--- config.mk ---
export PLATFORM = sky130hd
export DESIGN_NAME = uart_tx_buffered
export DESIGN_NICKNAME = d
export VERILOG_FILES = /design/src/rtl/uart_tx_buffered_pkg.sv /design/src/rtl/uart_tx_buffered_fifo.sv /design/src/rtl/uart_tx_buffered.sv
export SDC_FILE = /design/constraint.sdc
export NUM_CORES = 1
export LEC_CHECK = 0
export CORE_MARGIN = 5
export CORE_UTILIZATION = 62
export DETAILED_ROUTE_END_ITERATION = 7
export GPL_ROUTABILITY_DRIVEN = 0
export PLACE_DENSITY = 0.79
export SLEW_MARGIN = 15
export SYNTH_ARGS = -nofsm -noshare
export SYNTH_HDL_FRONTEND = slang
export SYNTH_SLANG_ARGS = --single-unit
export TNS_END_PERCENT = 10
--- constraint.sdc ---
create_clock -name sysclk -period 7.8 [get_ports sysclk]
set_clock_uncertainty 0.2 [all_clocks]
set_input_delay 0.78 -clock sysclk [delete_from_list [all_inputs] [get_ports sysclk]]
set_output_delay 0.78 -clock sysclk [all_outputs]
set_load 0.01 [all_outputs]
--- src/rtl/uart_tx_buffered_pkg.sv ---
// uart_tx_buffered_pkg: frame geometry, FIFO sizing and transmitter FSM states
package uart_tx_buffered_pkg;
    localparam int DATA_BITS = 8;
    localparam int OVERSAMPLE = 16;
    localparam int FIFO_DEPTH = 4;
    localparam int CNT_W = $clog2(FIFO_DEPTH) + 1;
    typedef enum logic [1:0] {IDLE, START, DATA, STOP} tx_state_t;
endpackage

--- src/rtl/uart_tx_buffered_fifo.sv ---
// uart_tx_buffered_fifo: synchronous FIFO with wrap-around pointers and occupancy count
module uart_tx_buffered_fifo #(
    parameter int W = 8,
    parameter int DEPTH = 4,
    parameter int CNT_W = 3
) (
    input  logic             sysclk,
    input  logic             reset,
    input  logic             push,
    input  logic             pop,
    input  logic [W-1:0]     din,
    output logic [W-1:0]     dout,
    output logic             full,
    output logic             empty,
    output logic [CNT_W-1:0] count
);
    localparam int AW = $clog2(DEPTH);
    logic [W-1:0] mem [DEPTH];
    logic [AW-1:0] wr_ptr, rd_ptr;
    always_ff @(posedge sysclk)
        if (push) mem[wr_ptr] <= din;
    always_ff @(posedge sysclk) begin
        if (reset) begin
            wr_ptr <= '0;
            rd_ptr <= '0;
            count  <= '0;
        end else begin
            if (push) wr_ptr <= wr_ptr + 1'b1;
            if (pop) rd_ptr <= rd_ptr + 1'b1;
            count <= count + CNT_W'(push) - CNT_W'(pop);
        end
    end
    assign full  = count == CNT_W'(DEPTH);
    assign empty = count == '0;
    assign dout  = mem[rd_ptr];
endmodule

--- src/rtl/uart_tx_buffered.sv ---
// uart_tx_buffered: 8N1 UART transmitter with input FIFO, timed by a 16x baud level
module uart_tx_buffered
    import uart_tx_buffered_pkg::*;
(
    input  logic                 sysclk,
    input  logic                 reset,
    input  logic                 baud,
    input  logic [DATA_BITS-1:0] tx_data,
    input  logic                 tx_valid,
    output logic                 tx_ready,
    output logic                 txd,
    output logic                 tx_busy,
    output logic [CNT_W-1:0]     fifo_count
);
    tx_state_t state, state_n;
    logic baud_q, tick, last, pop, push, full, empty, txd_n;
    logic [3:0] sub, sub_n;
    logic [2:0] bit_cnt, bit_n;
    logic [DATA_BITS-1:0] shift, shift_n, fifo_dout;
    assign tick     = baud & ~baud_q;
    assign last     = sub == 4'(OVERSAMPLE - 1);
    assign tx_ready = ~full;
    assign push     = tx_valid & tx_ready;
    assign tx_busy  = state != IDLE;
    uart_tx_buffered_fifo #(.W(DATA_BITS), .DEPTH(FIFO_DEPTH), .CNT_W(CNT_W)) fifo (
        .sysclk(sysclk),
        .reset(reset),
        .push(push),
        .pop(pop),
        .din(tx_data),
        .dout(fifo_dout),
        .full(full),
        .empty(empty),
        .count(fifo_count)
    );
    // baud_q tracks baud even in reset so release never sees a stale rising edge
    always_ff @(posedge sysclk) begin
        baud_q <= baud;
        if (reset) begin
            state   <= IDLE;
            sub     <= '0;
            bit_cnt <= '0;
            shift   <= '0;
            txd     <= 1'b1;
        end else begin
            state   <= state_n;
            sub     <= sub_n;
            bit_cnt <= bit_n;
            shift   <= shift_n;
            txd     <= txd_n;
        end
    end
    always_comb begin
        state_n = state;
        sub_n   = sub;
        bit_n   = bit_cnt;
        shift_n = shift;
        pop     = 1'b0;
        case (state)
            IDLE: if (tick && !empty) begin
                pop     = 1'b1;
                shift_n = fifo_dout;
                state_n = START;
                sub_n   = '0;
            end
            START: if (tick) begin
                sub_n = sub + 4'd1;
                if (last) begin
                    state_n = DATA;
                    sub_n   = '0;
                    bit_n   = '0;
                end
            end
            DATA: if (tick) begin
                sub_n = sub + 4'd1;
                if (last) begin
                    sub_n   = '0;
                    shift_n = shift >> 1;
                    bit_n   = bit_cnt + 3'd1;
                    if (bit_cnt == 3'(DATA_BITS - 1)) begin
                        state_n = STOP;
                        bit_n   = '0;
                    end
                end
            end
            STOP: if (tick) begin
                sub_n = sub + 4'd1;
                if (last) begin
                    sub_n   = '0;
                    pop     = ~empty;
                    shift_n = empty ? shift : fifo_dout;
                    state_n = empty ? IDLE : START;
                end
            end
            default: state_n = IDLE;
        endcase
        txd_n = state_n == START ? 1'b0 : state_n == DATA ? shift_n[0] : 1'b1;
    end
endmodule
==> results.yml <==
pwr:
  irDropWorstVdd_mv: 0.253
  leakage_nw: 1.06
  p_sw_share_pct: 30.3
  p_per_area_nw_per_um2: 286
  power.share.combinational_pct: 25.7
  power.internal_mw: 0.600
  design_power_total_mw: 0.861
  seqPwrFrac_pct: 46.5
  p_clk_share_pct: 27.9
  power_switching_mw: 0.260
layout:
  seq_area_um2: 1520
  final_core_util_pct: 73.6
  syn2layout_area_growth_pct: 13.2
  antennaDiodeCount: 0
  stdcell_area_um2: 3010
  fillers: 283
  drive_above_1_share_pct: 13.0
  multi_input_area_um2: 1060
  final_cells: 281
  nets: 253
yosys:
  synth_top_area_cell: "edfxtp_1"
  synthCells: 207
  synth_nets: 234
  synth-seq-cells: 60
  synth-seq-area-share_pct: 57.2
  async_flop_share_pct: 0
  synth.cell_area_um2: 2660
  synthDistinctLibCells: 48
  yosysTopAreaCellShare_pct: 36.1
  ys_top_cells_by_area: "edfxtp_1 (36%), dfxtp_1 (21%), mux4_2 (6.8%)"
  synth_edf_count: 32
  ys_top_cells_by_count: "edfxtp_1 (32), dfxtp_1 (28), nor2_1 (20), ha_1 (14)"
  synthFlopType: "edfxtp_1"
  yosysMostFrequentCell: "edfxtp_1"
  synth_warnings: 0
  synth_area_per_cell_um2: 12.8
outcome:
  status: "complete, no violations"
floorplanning:
  rows: 23
  start_util_pct: 65.1
  die_h_um: 75.5
  boundaryPins: 18
  dieArea_um2: 5700
  core_area_um2: 4090
  die_w_um: 75.5
grt:
  antenna_found_initial: 0
  grt_max_degree: 23
  grt_overflow_total: 0
  grt_pass1_vias: 1755
  grtUsageTotal_pct: 21.2
  grt_pass1_wl_mm: 8.60
setup_path:
  crit_required_ns: 7.79
  crit_family: "adder cells"
  startpoint_type: "input pin"
  path_max_fanout: 10
  path_cells: "clkdlybuf4s50_1 > nand2b_1 > nor4_2 > ha_1 > inv_1 > ha_1 > fa_1 > xnor2_1 > xnor2_1 > nor2_1"
  worstSetupEndpointType: "flip-flop"
  path_class: "input pin to flip-flop"
  critPathBufInv: 2
  slowest_delay_ns: 0.48
  cp_slowest_cell: "clkdlybuf4s50_1"
  cp.arrival_ns: 3.01
clock_network:
  clk_pin_slew_ns: 0.07
  cts_tree: "yes"
  h-tree-depth: 3
  post_cts_resized: 0
  clock_latency_ns: 0.34
  numClockSinks: 60
  cts_buffer_depth: 2
  cts_setup_buffers: 0
  cts-root-buf: "clkbuf_8"
  cts_hold_buf: 0
  cts_buffers: 9
timing:
  drv_slew: 0
  fmax_mhz: 330
  tightest_slew_ns: 0.821
  hold_viol_final: 0
  finalCritPeriodShare_pct: 38.8
  setup_violations: 0
  rsz0062_at_grt: "no"
  setup_tns_ns: 0
  finalCriticalPeriod_ns: 3.03
  relSlewSlack_pct: 45.1
routing:
  dr.first_iter.drc_count: 203
  routed_via_density: 6.14
  drt.antenna.violating_nets: 0
  routed_wl_mm: 4.99
  wl_per_cell_um: 17.7
  num_vias: 1725
  drc: 0
  drtPass1Iterations: 4
placed_design:
  dp.cells: 265
  hpwlAfterDp_mm: 3.37
  place.port_buffers: 17
  place_area_um2: 2840
worst_hold_path:
  hold_class: "flip-flop to flip-flop"
job:
  max-cap-violations: 0
## final timing paths
kind / cells past startpoint / slack (ns) / from / to
max reg2reg: 11 / 4.89 / state[0] / fifo.count[2]
min: 1 / 0.28 / shift[5] / shift[5]
min reg2reg: 1 / 0.28 / shift[5] / shift[5]
max: 10 / 4.77 / baud / fifo.count[2]
## power groups by stage
| stage | combinational (mW) | clock [mW] | sequential, mW |
|---|---|---|---|
| global route | 0.245 | 0.260 | 0.406 |
| detailed placement | 0.220 | 0 | 0.407 |
| floorplan | 0.162 | 0 | 0.398 |
| CTS | 0.222 | 0.241 | 0.401 |
| finish | 0.221 | 0.240 | 0.400 |
| global placement | 0.211 | 0 | 0.403 |
## stage by stage
stage | hold WS [ns] | setup WS (ns)
2_1_floorplan | 0.232 | 5.15
3_3_place_gp | 0.248 | 4.52
3_5_place_dp | 0.251 | 4.43
4_1_cts | 0.272 | 4.78
5_1_grt | 0.294 | 4.63
6_report | 0.281 | 4.77
## layout by cell type, fill, tap and decap left out, types with 5 or more instances in the layout
master,Yosys,layout
nor2_1,20,20
dfxtp_1,28,28
a22oi_1,8,8
ha_1,14,14
clkdlybuf4s50_1,0,17
and3_1,5,5
o2bb2ai_1,6,6
a21oi_1,5,5
clkbuf_8,0,10
inv_1,9,9
edfxtp_1,32,32
nor3_1,5,5
nand2_1,9,9
mux4_2,8,8
## flip-flops by register name, indices dropped and copies added, names as in the netlist, named ones only
| name | cells |
|---|---|
| fifo.mem | 32 |
| shift | 8 |
| sub | 4 |
| bit_cnt | 3 |
| fifo.count | 3 |
| fifo.rd_ptr | 2 |
| fifo.wr_ptr | 2 |
| state | 2 |
| baud_q | 1 |
| txd | 1 |
## area by class of cell
class                           instances  area share, %
Tap cell                               50           2.08
Sequential cell                        60           50.6
Inverter                                9           1.12
Timing Repair Buffer                   17           5.65
Clock inverter                          2          0.416
Clock buffer                           14           5.07
Multi-Input combinational cell        129           35.1
## cells by family after synthesis
group           share of synthesized area [%]
simple gates                             11.8
flops                                    57.2
compound gates                           11.8
buf+inv                                  3.06
fa+ha+maj                                7.34
mux                                      7.15
xor+xnor                                 1.65
## per-layer routing
metal	routed length (um)	track usage [%]	vias to the layer above
met5	0	0	-
met4	98	10.5	0
met3	249	4.35	10
met2	2560	35.3	61
met1	2080	26.2	831
li1	-	-	823
Note: power is estimated with default switching activity, not from simulation.
